### config.mk
export PLATFORM = sky130hd
export DESIGN_NAME = deserializador_flat
export DESIGN_NICKNAME = d
export VERILOG_FILES = /design/src/rtl/deserializador_if.sv /design/src/rtl/deserializador.sv /design/src/flat_wrapper.sv
export SDC_FILE = /design/constraint.sdc
export NUM_CORES = 1
export LEC_CHECK = 0
export ABC_AREA = 1
export ABC_CLOCK_PERIOD_IN_PS = 2800
export BUFFER_PORTS_ARGS = -buffer_cell sky130_fd_sc_hd__buf_2
export CORE_MARGIN = 4
export CORE_UTILIZATION = 29
export DETAILED_ROUTE_END_ITERATION = 10
export GPL_ROUTABILITY_DRIVEN = 1
export SYNTH_ARGS = -nofsm -noshare
export SYNTH_HDL_FRONTEND = slang
export SYNTH_SLANG_ARGS = --single-unit
### constraint.sdc
create_clock -name clk -period 2.8 [get_ports clk]
set_input_delay 0.56 -clock clk [delete_from_list [all_inputs] [get_ports clk]]
set_output_delay 0.56 -clock clk [all_outputs]
set_load 0.05 [all_outputs]
### src/rtl/deserializador_if.sv
// Receiver-side bundle: serial line and sample controls in, word plus status pulses out.
interface deserializador_if #(parameter int N = 4);
    logic         enb;
    logic         dir;
    logic         s_in;
    logic         ready;
    logic [N-1:0] q;
    logic         valid;
    logic         err_paridad;
    logic         err_trama;
    logic         desborde;

    modport master (output enb, dir, s_in, ready,
                    input  q, valid, err_paridad, err_trama, desborde);
    modport slave  (input  enb, dir, s_in, ready,
                    output q, valid, err_paridad, err_trama, desborde);
endinterface

### src/rtl/deserializador.sv
// Framed serial receiver: start 1, N data bits, optional even parity, stop 0.
// Good words land in a one-entry buffer drained by a valid/ready handshake.
module deserializador #(
    parameter int N          = 4,
    parameter bit PARIDAD_EN = 1'b1
) (
    input  logic              clk,
    input  logic              rst_n,
    deserializador_if.slave   bus
);
    localparam int CW = $clog2(N + 1);

    typedef enum logic [1:0] {IDLE, DATA, PARITY, STOP} state_t;

    state_t         state_q, state_d;
    logic [CW-1:0]  cnt_q, cnt_d;
    logic [N-1:0]   sh_q, sh_d;
    logic [N-1:0]   word_q, word_d;
    logic           dir_q, dir_d;
    logic           par_q, par_d;
    logic           valid_q, valid_d;
    logic           err_par_q, err_par_d;
    logic           err_tra_q, err_tra_d;
    logic           desb_q, desb_d;
    logic           par_bad;

    assign par_bad = PARIDAD_EN && ((^sh_q) ^ par_q);

    always_ff @(posedge clk or negedge rst_n) begin
        if (!rst_n) begin
            state_q   <= IDLE;
            cnt_q     <= '0;
            sh_q      <= '0;
            word_q    <= '0;
            dir_q     <= 1'b0;
            par_q     <= 1'b0;
            valid_q   <= 1'b0;
            err_par_q <= 1'b0;
            err_tra_q <= 1'b0;
            desb_q    <= 1'b0;
        end else begin
            state_q   <= state_d;
            cnt_q     <= cnt_d;
            sh_q      <= sh_d;
            word_q    <= word_d;
            dir_q     <= dir_d;
            par_q     <= par_d;
            valid_q   <= valid_d;
            err_par_q <= err_par_d;
            err_tra_q <= err_tra_d;
            desb_q    <= desb_d;
        end
    end

    always_comb begin
        state_d   = state_q;
        cnt_d     = cnt_q;
        sh_d      = sh_q;
        word_d    = word_q;
        dir_d     = dir_q;
        par_d     = par_q;
        valid_d   = valid_q;
        err_par_d = 1'b0;
        err_tra_d = 1'b0;
        desb_d    = 1'b0;

        // Consumption is evaluated every cycle; a good word below may re-set valid.
        if (valid_q && bus.ready)
            valid_d = 1'b0;

        if (bus.enb) begin
            unique case (state_q)
                IDLE: if (bus.s_in) begin
                    dir_d   = bus.dir;
                    cnt_d   = '0;
                    state_d = DATA;
                end
                DATA: begin
                    sh_d  = dir_q ? {sh_q[N-2:0], bus.s_in} : {bus.s_in, sh_q[N-1:1]};
                    cnt_d = cnt_q + 1'b1;
                    if (cnt_q == CW'(N - 1))
                        state_d = PARIDAD_EN ? PARITY : STOP;
                end
                PARITY: begin
                    par_d   = bus.s_in;
                    state_d = STOP;
                end
                STOP: begin
                    state_d = IDLE;
                    if (bus.s_in)
                        err_tra_d = 1'b1;
                    else if (par_bad)
                        err_par_d = 1'b1;
                    else if (valid_q && !bus.ready)
                        desb_d = 1'b1;
                    else begin
                        word_d  = sh_q;
                        valid_d = 1'b1;
                    end
                end
                default: state_d = IDLE;
            endcase
        end
    end

    assign bus.q           = word_q;
    assign bus.valid       = valid_q;
    assign bus.err_paridad = err_par_q;
    assign bus.err_trama   = err_tra_q;
    assign bus.desborde    = desb_q;
endmodule

### src/flat_wrapper.sv
// flat-port wrapper written by rule: the top's interface ports become plain ports
module deserializador_flat 
#(
    parameter int N          = 4,
    parameter bit PARIDAD_EN = 1'b1
)
  (clk, rst_n, bus_enb, bus_dir, bus_s_in, bus_ready, bus_q, bus_valid, bus_err_paridad, bus_err_trama, bus_desborde);
  deserializador_if #(.N(N)) bus_i ();
  input  logic clk;
  input  logic rst_n;
  input wire logic [$bits(bus_i.enb)-1:0] bus_enb;
  input wire logic [$bits(bus_i.dir)-1:0] bus_dir;
  input wire logic [$bits(bus_i.s_in)-1:0] bus_s_in;
  input wire logic [$bits(bus_i.ready)-1:0] bus_ready;
  output wire logic [$bits(bus_i.q)-1:0] bus_q;
  output wire logic [$bits(bus_i.valid)-1:0] bus_valid;
  output wire logic [$bits(bus_i.err_paridad)-1:0] bus_err_paridad;
  output wire logic [$bits(bus_i.err_trama)-1:0] bus_err_trama;
  output wire logic [$bits(bus_i.desborde)-1:0] bus_desborde;
  assign bus_i.enb = bus_enb;
  assign bus_i.dir = bus_dir;
  assign bus_i.s_in = bus_s_in;
  assign bus_i.ready = bus_ready;
  assign bus_q = bus_i.q;
  assign bus_valid = bus_i.valid;
  assign bus_err_paridad = bus_i.err_paridad;
  assign bus_err_trama = bus_i.err_trama;
  assign bus_desborde = bus_i.desborde;
  deserializador #(.N(N), .PARIDAD_EN(PARIDAD_EN)) u_core (.clk(clk), .rst_n(rst_n), .bus(bus_i));
endmodule
==> results.json <==
{
  "outcome": "completed",
  "rsz0062_at_grt": "false",
  "cp.arrival_ns": 0.90,
  "power_mw": 1.20,
  "routed-via-count": 720,
  "clock_latency_ns": 0.29,
  "synth_top_family_by_area": "simple AND/OR/NAND/NOR gates",
  "mostFrequentLayoutCell": "nand2_1",
  "ir_drop_uv": 331,
  "first_iter_violations": 35,
  "power.density_mw_per_mm2": 1100,
  "clock_sinks": 19,
  "rows": 20,
  "routed_wl_um": 1640,
  "tns_ns": 0,
  "gp_congestion": 0.727,
  "r2r_cells": 6,
  "grt_max_degree": 20,
  "cts_hold_buf": 0,
  "final_cell_mix": "nand2_1 (25), dfrtp_1 (19), inv_1 (15), buf_2 (13), o21ai_0 (10)",
  "synthAdderAreaFrac_pct": 9.25,
  "drc": 0,
  "grt_pass1_vias": 703,
  "wl_per_cell_um": 9.79,
  "core-area_mm2": 0.00308,
  "portBuffers": 13,
  "crit_type": "reg2out",
  "cts_buffer_depth": 2,
  "power_leakage_nw": 0.589,
  "slew_headroom_pct": 72.4,
  "syn_nets": 120,
  "worst-path-stages": 1,
  "path_clk_slew_ns": 0.11,
  "place_hpwl_um": 1310,
  "seq_area_frac_synth_pct": 50.2,
  "start_util_pct": 30.8,
  "fmax_mhz": 684,
  "path_max_fanout": 2,
  "pin_count": 14,
  "final_hold_viol_count": 0,
  "cts_htree_levels": 1,
  "post_cts_resized": 0,
  "drv_slew": 0,
  "drtAntennaViolNets": 0,
  "diodes": 0,
  "tritoncts": "built",
  "path_delay_family": "flip-flops",
  "final_core_util_pct": 35.5,
  "synth.distinct_cells": 18,
  "hp-class": "in2async",
  "overflow": 0,
  "end_kind": "output port",
  "path_buf_inv": 1,
  "numCtsBuffers": 3,
  "drv_cap": 0,
  "synth_compound_area_share_pct": 11.0,
  "yosys.area_share.xor_xnor_pct": 0.925,
  "synthMuxAreaShare_pct": 0,
  "yosys_warnings": 0,
  "track_usage_pct": 8.94,
  "die_area_mm2": 0.00424,
  "die_y_um": 65.2,
  "post-route-min-period_ns": 1.46,
  "avgSynthCellArea_um2": 8.85,
  "setup_viol": 0,
  "cpMaxStageDelayCell": "dfrtp_1",
  "netlist_area_um2": 947,
  "finClkSkew_ns": 0.00963,
  "area_delta_synth_final_pct": 15.5,
  "finalNetCount": 138,
  "tightestPinTransition_ns": 0.414,
  "clockRootBuffer": "clkbuf_4",
  "antenna_found_initial": 0,
  "synthSimpleGateAreaFrac_pct": 22.3,
  "grt_pass1_wl_um": 2930,
  "required_ns": 2.24,
  "drtPass1Iterations": 4,
  "vias_per_cell": 4.29,
  "startpoint_type": "register",
  "crit_chain": "buf_2",
  "synth-seq-cells": 19,
  "slowest_delay_ns": 0.36,
  "die_w_um": 65.2,
  "drive_gt1_share_pct": 17.7,
  "cts_setup_buffers": 0,
  "postSynthCellCount": 107,
  "fin_crit_sh_pct": 52.2
}
==> routing by layer <==
metal | vias to the layer above | track usage (%) | wire length (um)
li1 | 379 | - | -
met1 | 321 | 10.6 | 778
met2 | 18 | 15.5 | 761
met3 | 2 | 3.59 | 94
met4 | 0 | 1.55 | 9
met5 | - | 0 | 0
==> metrics by stage <==
stage                     hold slack [ns]  setup WS [ns]  cell area [um^2]  cells
after floorplan                     0.264           1.52               947    107
after global placement              0.450           1.32              1070    164
after detailed placement            0.454           1.31              1070    164
after CTS                           0.193           1.32              1090    168
after global routing                0.202           1.22              1090    168
final                               0.182           1.34              1090    168
==> worst register-to-register path: cells and delay by family, from the launching register on <==
family                     cells  cell delay [ns]
adders and majority gates      1             0.24
buffers and inverters          1             0.10
DFF                            1             0.40
and+or+nand+nor                1             0.18
AOI/OAI and AO/OA              3             0.41
==> logic make-up after synthesis <==
family,after synthesis
and+or+nand+nor,45
buffers and inverters,16
DFF,19
xor gates and xnor gates,1
AOI/OAI and AO/OA,19
adders and majority gates,7
==> cell usage after synthesis (all sizes together) <==
library cell | count | share of area, %
a21boi | 1 | 1.2
a21oi | 6 | 3.2
dfrtp | 19 | 50
ha | 7 | 9.2
inv | 16 | 6.3
nand2 | 26 | 11
nand3 | 6 | 4.2
nand3b | 1 | 0.79
nand4 | 4 | 2.6
nor2 | 7 | 3.0
nor3 | 1 | 0.53
o21ai | 10 | 5.3
o22ai | 2 | 1.3
xor2 | 1 | 0.92
==> where the power goes <==
group / total [mW] / leakage [nW] / internal [mW] / switching, mW
Clock: 0.134 / 0.0150 / 0.0554 / 0.0788
Combinational: 0.605 / 0.334 / 0.180 / 0.425
Sequential: 0.464 / 0.240 / 0.385 / 0.0782
Total: 1.20 / 0.589 / 0.621 / 0.582
==> path summary, 6_finish.rpt <==
path	startpoint	slack, ns	end
max	u_core.bus.q[1]	1.34	bus_q[1]
min	rst_n	0.18	u_core.cnt_q[2]
max reg2reg	u_core.state_q[0]	1.36	u_core.state_q[0]
min reg2reg	u_core.bus.q[2]	0.47	u_core.bus.q[2]
max in group asynchronous	rst_n	2.32	u_core.sh_q[0]
min in group clk	u_core.bus.q[2]	0.47	u_core.bus.q[2]
==> state kept, by name (all words and copies together) (netlist names) <==
register                flops
u_core.bus.err_paridad      1
u_core.bus.desborde         1
u_core.bus.err_trama        1
u_core.dir_q                1
u_core.bus.q                4
u_core.state_q              2
u_core.bus.valid            1
u_core.par_q                1
u_core.cnt_q                3
u_core.sh_q                 4
==> final cells by class <==
class,count,area [um^2]
Tap cell,44,55.1
Inverter,16,60.1
Clock buffer,4,26.3
Sequential cell,19,475
Fill cell,329,1980
Multi-Input combinational cell,72,412
Timing Repair Buffer,13,65.1
Note: power is estimated with default switching activity, not from simulation.
